==> src/rtl/timer.sv <==
// timer: memory-mapped prescaled up-counter with compare match, one-shot mode and a level interrupt.
module timer #(
    parameter logic [31:0] BASE_ADDR = 32'h40A0
) (
    input  logic        clk,
    input  logic        reset_n,
    input  logic        select,
    input  logic [31:0] address,
    input  logic [31:0] write_data,
    input  logic [1:0]  mode,
    input  logic [1:0]  reqw,
    input  logic        reqs,
    output logic [31:0] read_data,
    output logic        irq
);
    localparam logic [31:0] OFF_CTRL    = 32'h00;
    localparam logic [31:0] OFF_STATUS  = 32'h04;
    localparam logic [31:0] OFF_PRESC   = 32'h08;
    localparam logic [31:0] OFF_COUNTER = 32'h0C;
    localparam logic [31:0] OFF_COMPARE = 32'h10;
    localparam logic [31:0] OFF_PSC_CNT = 32'h14;

    // CTRL bit positions
    localparam int EN      = 0;
    localparam int IRQ_EN  = 1;
    localparam int ONESHOT = 2;

    logic [2:0]  ctrl_q, ctrl_d;
    logic        ovf_q, ovf_d;
    logic [15:0] presc_q, presc_d;
    logic [31:0] counter_q, counter_d;
    logic [31:0] compare_q, compare_d;
    logic [15:0] psc_cnt_q, psc_cnt_d;

    logic [31:0] offset;
    logic [31:0] wmask;
    logic        wr;
    logic        wr_ctrl, wr_status, wr_presc, wr_counter, wr_compare;
    logic [2:0]  ctrl_wval;
    logic        en_rise;
    logic        tick;
    logic        hit;
    logic        unused;

    // The sign-extend request only matters to slaves that return narrow data.
    assign unused = reqs;

    // Address decode, write strobes and the byte/halfword/word merge mask.
    always_comb begin
        offset     = address - BASE_ADDR;
        wr         = select && (mode == 2'b10);
        wmask      = (reqw == 2'b00) ? 32'h0000_00FF :
                     (reqw == 2'b01) ? 32'h0000_FFFF : 32'hFFFF_FFFF;
        wr_ctrl    = wr && (offset == OFF_CTRL);
        wr_status  = wr && (offset == OFF_STATUS);
        wr_presc   = wr && (offset == OFF_PRESC);
        wr_counter = wr && (offset == OFF_COUNTER);
        wr_compare = wr && (offset == OFF_COMPARE);
        ctrl_wval  = (ctrl_q & ~wmask[2:0]) | (write_data[2:0] & wmask[2:0]);
        en_rise    = wr_ctrl && !ctrl_q[EN] && ctrl_wval[EN];
    end

    // Prescaler tick and compare match; a match only counts on a tick.
    always_comb begin
        tick = ctrl_q[EN] && (psc_cnt_q == presc_q);
        hit  = tick && (counter_q == compare_q);
    end

    // Prescale counter: free-runs while enabled, restarts on prescaler write or enable.
    always_comb begin
        psc_cnt_d = psc_cnt_q;
        if (ctrl_q[EN])
            psc_cnt_d = tick ? 16'd0 : psc_cnt_q + 16'd1;
        if (wr_presc || en_rise)
            psc_cnt_d = 16'd0;
    end

    // Main counter: advances on tick, clears on match, bus write takes priority.
    always_comb begin
        counter_d = counter_q;
        if (tick)
            counter_d = hit ? 32'd0 : counter_q + 32'd1;
        if (wr_counter)
            counter_d = (counter_q & ~wmask) | (write_data & wmask);
    end

    // Overflow flag: write-1-to-clear, but a same-cycle match keeps it set.
    always_comb begin
        ovf_d = ovf_q;
        if (wr_status && write_data[0])
            ovf_d = 1'b0;
        if (hit)
            ovf_d = 1'b1;
    end

    // Control, prescaler and compare registers; a CTRL write beats the one-shot stop.
    always_comb begin
        ctrl_d = ctrl_q;
        if (hit && ctrl_q[ONESHOT])
            ctrl_d[EN] = 1'b0;
        if (wr_ctrl)
            ctrl_d = ctrl_wval;
        presc_d   = wr_presc   ? (presc_q & ~wmask[15:0]) | (write_data[15:0] & wmask[15:0]) : presc_q;
        compare_d = wr_compare ? (compare_q & ~wmask) | (write_data & wmask) : compare_q;
    end

    // State registers with synchronous active-low reset overriding everything.
    always_ff @(posedge clk) begin
        if (!reset_n) begin
            ctrl_q    <= 3'd0;
            ovf_q     <= 1'b0;
            presc_q   <= 16'd0;
            counter_q <= 32'd0;
            compare_q <= 32'hFFFF_FFFF;
            psc_cnt_q <= 16'd0;
        end else begin
            ctrl_q    <= ctrl_d;
            ovf_q     <= ovf_d;
            presc_q   <= presc_d;
            counter_q <= counter_d;
            compare_q <= compare_d;
            psc_cnt_q <= psc_cnt_d;
        end
    end

    // Zero-latency read mux; unmapped offsets return zero.
    always_comb begin
        case (offset)
            OFF_CTRL:    read_data = {29'd0, ctrl_q};
            OFF_STATUS:  read_data = {31'd0, ovf_q};
            OFF_PRESC:   read_data = {16'd0, presc_q};
            OFF_COUNTER: read_data = counter_q;
            OFF_COMPARE: read_data = compare_q;
            OFF_PSC_CNT: read_data = {16'd0, psc_cnt_q};
            default:     read_data = 32'd0;
        endcase
        irq = ovf_q && ctrl_q[IRQ_EN];
    end
endmodule

==> config.mk <==
export PLATFORM = sky130hd
export DESIGN_NAME = timer
export DESIGN_NICKNAME = d
export VERILOG_FILES = /design/src/rtl/timer.sv
export SDC_FILE = /design/constraint.sdc
export NUM_CORES = 1
export LEC_CHECK = 0
export ABC_AREA = 1
export CORE_MARGIN = 5
export CORE_UTILIZATION = 33
export CTS_CLUSTER_SIZE = 25
export DETAILED_ROUTE_END_ITERATION = 10
export PLACE_DENSITY = 0.62
export SYNTH_ARGS = -nofsm -noshare
export SYNTH_HDL_FRONTEND = slang
export SYNTH_SLANG_ARGS = --single-unit
==> constraint.sdc <==
create_clock -name clk -period 7.95 [get_ports clk]
set_clock_uncertainty 0.2 [all_clocks]
set_input_delay 1.59 -clock clk [delete_from_list [all_inputs] [get_ports clk]]
set_output_delay 1.59 -clock clk [all_outputs]
set_load 0.03 [all_outputs]
== After elaboration in Yosys (flattened, before gate mapping) ==
Index checks and enable logic that the tools add are counted.
Word-level totals
  bits in registers: 100
  latch bits: 0
  memory bits (writable): 0
  ROM bits: 0
  output and inout bits: 33
  memories kept: 0
Cells by class
  add/subtract/negate cells: 3
  multiply operators: 0
  divide/modulo/power cells: 0
  magnitude comparators: 0
  equality and inequality tests: 9
  shifts and indexed selects: 0
  multiplexer cells: 11
  bitwise logic cells: 15
  reduce and logical (&&, ||, !) cells: 21
Operators with widths (count)
  $pmux 32 s6: 1
  $mux 32: 5
  $and 32x32->32: 3
  $eq 32x4->1 const B: 2
  $eq 32x5->1 const B: 2
  $or 32x32->32: 2
  $add 32x1->32 const B: 1
  $and 16x16->16: 2
  $eq 32x3->1 const B: 1
  $eq 32x32->1: 1
  $logic_not 32->1: 1
  $not 32->32: 1
  $sub 32x15->32 const B: 1
  $add 16x1->16 const B: 1
  $eq 16x16->1: 1
  $mux 16: 1
  $not 16->16: 1
  $or 16x16->16: 1
  $logic_and 1x1->1: 13
  $and 3x3->3: 2
  $reduce_bool 2->1: 3
  $mux 1: 4
  $not 3->3: 1
  $or 3x3->3: 1
  other kinds (7): 7

== Depth between registers and ports, before layout ==
  word-level depth: 9
  gate-level depth with buffers: 21
  depth with buffers taken out: 21

== Worst setup path after synthesis ==
OpenSTA, ideal clock, no wires.
  path kind: input port to output port
  start: input port address[6]
  end: output port read_data[17]
  arrival time: 3901 ps
  required time: 6160 ps
  slack: 2259 ps
  stages on the path: 17
  path through: inv_1 > ha_1 > inv_1 > nand2_1 > nand3_2 > nand2_1 > nand2_1 > nand2_1 > nand2_1 > nor2_2 > nand2_2 > nor3_1 > nand2_1 > nor2_1 > inv_1 > clkbuf_1 > o21ai_0
Between the ends
  word-level cells in the longest chain between the ends: 3
  elaborated cells on any way between the ends: 8
  classes of those cells: add/sub (1); eq/ne (5); mux (1); reduce/logical (1)
Ends and longest elaborated chain
  start: declaration: line 8  | input logic [31:0] address,
  $sub 32x15->32 *: line 50  | offset = address - BASE_ADDR;
  $eq 32x5->1, or another cell as far along: line 128  | case (offset)
  $pmux 32 s6 *: line 128
  end: declaration: line 13  | output logic [31:0] read_data,
Mark *: on every way between the ends. The rest lies on a longest branch, timed or not.

== Worst setup path in the final report ==
  start: input port address[14]
  end: output port read_data[2]
The elaborated chain is that of the path after synthesis.

==> flow_metrics.tcl <==
set metrics [dict create \
    status "finished clean" \
    grt_overflow_total 0 \
    critical_path_class "input port to output port" \
    setup_viol 0 \
    synth_xor_area_frac 0.0456 \
    synth_seq_cells 100 \
    grt_usage 0.197 \
    tns_ns 0 \
    final_cell_mix "nand2_1, nor2_1, inv_1, nand3_1, dfxtp_1" \
    cts_sinks 100 \
    routedWlPerCell_um 14.8 \
    start_util 0.335 \
    postCtsHoldBufs 0 \
    worst_skew_pair.late_latency_ns 0.36 \
    layout_min_cycle_time_ns 7.25 \
    crit_start "address[14]" \
    cts_buffers 9 \
    start_kind "input port" \
    cts_tree "yes" \
    htree_levels 3 \
    switching_share 0.259 \
    dp_hpwl_um 21800 \
    syn-num-nets 1588 \
    cap_violations 0 \
    fp.dieW_um 170 \
    cellInternalPower_w 0.000786 \
    fin_crit_sh 0.911 \
    top_layer "met4" \
    postSynthAreaPerCell_um2 5.58 \
    portBuffers 103 \
    cts.clk_slew.worst_paths_ns 0.07 \
    drc 0 \
    yosys.area_share.adder 0.00444 \
    endpoint "read_data[2]" \
    cts-resized-gates 0 \
    async_reset_ff_frac 0 \
    worstHoldPathType "flop to flop" \
    drtPass1Iterations 7 \
    grt_pass1_wl_um 46700 \
    grt_pass1_vias 8948 \
    leakage_nw 4.45 \
    viasPerCell 4.96 \
    core-area_um2 25200 \
    mostFrequentLayoutCell "nand2_1" \
    cp_data_required_time_ns 6.16 \
    p_seq_frac 0.472 \
    nets 1663 \
    drt-total-wl_um 28400 \
    postCtsSetupRepairBufs 0 \
    power.density_nw_per_um2 105 \
    peakVddDrop_mv 0.0792 \
    ant_nets 0 \
    rsz0062_at_grt "no" \
    wl_met3_um 1510 \
    cp.arrival_ns 5.46 \
    drive_gt1_frac 0.0666 \
    max_freq_mhz 138 \
    synth_edf_count 0 \
    synthCells 1513 \
    grt_max_degree 84 \
    hold_viol 0 \
    drt-met1-wl_um 13800 \
    synth-simple-area-share 0.530 \
    comb_power_share 0.112 \
    routabilityCongestion 0.931 \
    crit_path_max_fanout 28 \
    reg2reg_setup_slack_ns 4.94 \
    synth_top_family_by_area "simple AND/OR/NAND/NOR gates" \
    cts_root_buffer "clkbuf_16" \
    clk_path_buf_depth 2 \
    synth_cell_type_count 43 \
    antenna_found_initial 0 \
    hold_ws_ns 0.287 \
    muxShareOfSynthArea 0 \
    cp-end-kind "output port" \
    p_clk_frac 0.416 \
    first_iter_violations 739 \
    die_area_um2 28900 \
    netlist_area_um2 8450 \
    synthFlopType "dfxtp_1" \
    r2r_start "psc_cnt_q[10]$_SDFFE_PP0P_" \
    synth_compound_area_frac 0.0664 \
    rows 58 \
    yosysSeqAreaShare 0.237 \
    antenna_cells 0 \
    die_h_um 170 \
    wl_met2_um 12700 \
    top_level_ports 105 \
    p_switching_w 0.000274 \
    ys_warn_count 0 \
    max_slew.worst_pin.slew_ns 0.941 \
    drv_slew 0 \
    vias 9537 \
    syn_to_final_growth_pct 19.2 \
    reg2regPathDepth 14 \
    maxSlewHeadroom 0.373 \
]
[logic make-up (layout without fill, tap and decap cells)]
logic type	after synthesis	count (layout)
adders and majority gates	3	3
AOI/OAI and AO/OA	98	98
xor gates and xnor gates	44	44
and+or+nand+nor	1028	1028
buffers and inverters	240	319
DFF	100	100
[layout make-up]
class,count,area (um2)
repair buffers,113,1180
multi-input cells,1173,5470
clock inverters,3,21.3
fillers,2761,15100
well taps,330,413
inverters,191,721
flip-flops and latches,100,2000
clock buffers,12,267
[worst min-delay path by stage]
stage	startpoint	to	slack (ns)	cells after the start
floorplan	flop	flop	0.25	2
global placement	presc_q[2]$_SDFFE_PN0P_	presc_q[2]$_SDFFE_PN0P_	0.27	2
detailed placement	presc_q[4]$_SDFFE_PN0P_	presc_q[4]$_SDFFE_PN0P_	0.28	2
CTS	presc_q[2]$_SDFFE_PN0P_	presc_q[2]$_SDFFE_PN0P_	0.29	2
global route	flop	flop	0.32	2
finish	presc_q[2]$_SDFFE_PN0P_	presc_q[2]$_SDFFE_PN0P_	0.29	2
[routing by layer]
layer / vias to the layer above / GRT usage
met1: 4286 / 0.280
met5: - / 0
li1: 4951 / -
met3: 32 / 0.0262
met4: 0 / 0.0424
met2: 268 / 0.318
[metrics by stage]
| stage | util | area, um2 | setup WS (ns) | instances | power (W) |
|---|---|---|---|---|---|
| final | 0.400 | 10100 | 0.704 | 1922 | 0.00106 |
| after global routing | 0.400 | 10100 | 0.331 | 1922 | 0.00110 |
| after CTS | 0.400 | 10100 | 0.732 | 1922 | 0.00107 |
| after detailed placement | 0.388 | 9780 | 0.732 | 1907 | 0.000630 |
| after global placement | 0.388 | 9780 | 0.808 | 1907 | 0.000629 |
| after floorplan | - | 8450 | 2.26 | 1513 | 0.000569 |
[critical path: stages]
cell	delay (ns)
clkdlybuf4s50_1	0.67
inv_1	0.17
o21ai_0	0.33
nor2_1	0.15
nand3_1	0.10
nand2_1	0.05
nand2_1	0.11
nand2_1	0.11
nor2_1	0.23
nand3_2	0.16
nor2_2	0.23
nand2_2	0.20
clkinv_2	0.38
nand2_1	0.10
nand2_1	0.09
inv_1	0.04
nand2_1	0.06
clkdlybuf4s50_1	0.68
[synth_stat cells (8+ instances only)]
master / instances / area [um2]
o211ai_1: 14 / 105
nor2_2: 9 / 56.3
xor2_1: 16 / 140
buf_2: 8 / 40.0
dfxtp_1: 100 / 2000
clkbuf_1: 30 / 113
nand2_2: 10 / 62.6
nor2_1: 243 / 912
nor4_1: 12 / 75.1
o21ai_0: 47 / 235
nor3_1: 42 / 210
nand3_1: 148 / 741
a21oi_1: 29 / 145
inv_1: 184 / 691
nand2_1: 481 / 1810
xnor2_1: 28 / 245
nand4_1: 53 / 332
[power by group through the flow]
stage / clock network [W] / logic, W / registers (W)
global placement: 0 / 0.000117 / 0.000512
floorplan: 0 / 0.0000570 / 0.000512
detailed placement: 0 / 0.000118 / 0.000512
global route: 0.000467 / 0.000132 / 0.000500
CTS: 0.000451 / 0.000118 / 0.000500
finish: 0.000440 / 0.000119 / 0.000500
Power figures use the tool's default switching activity.
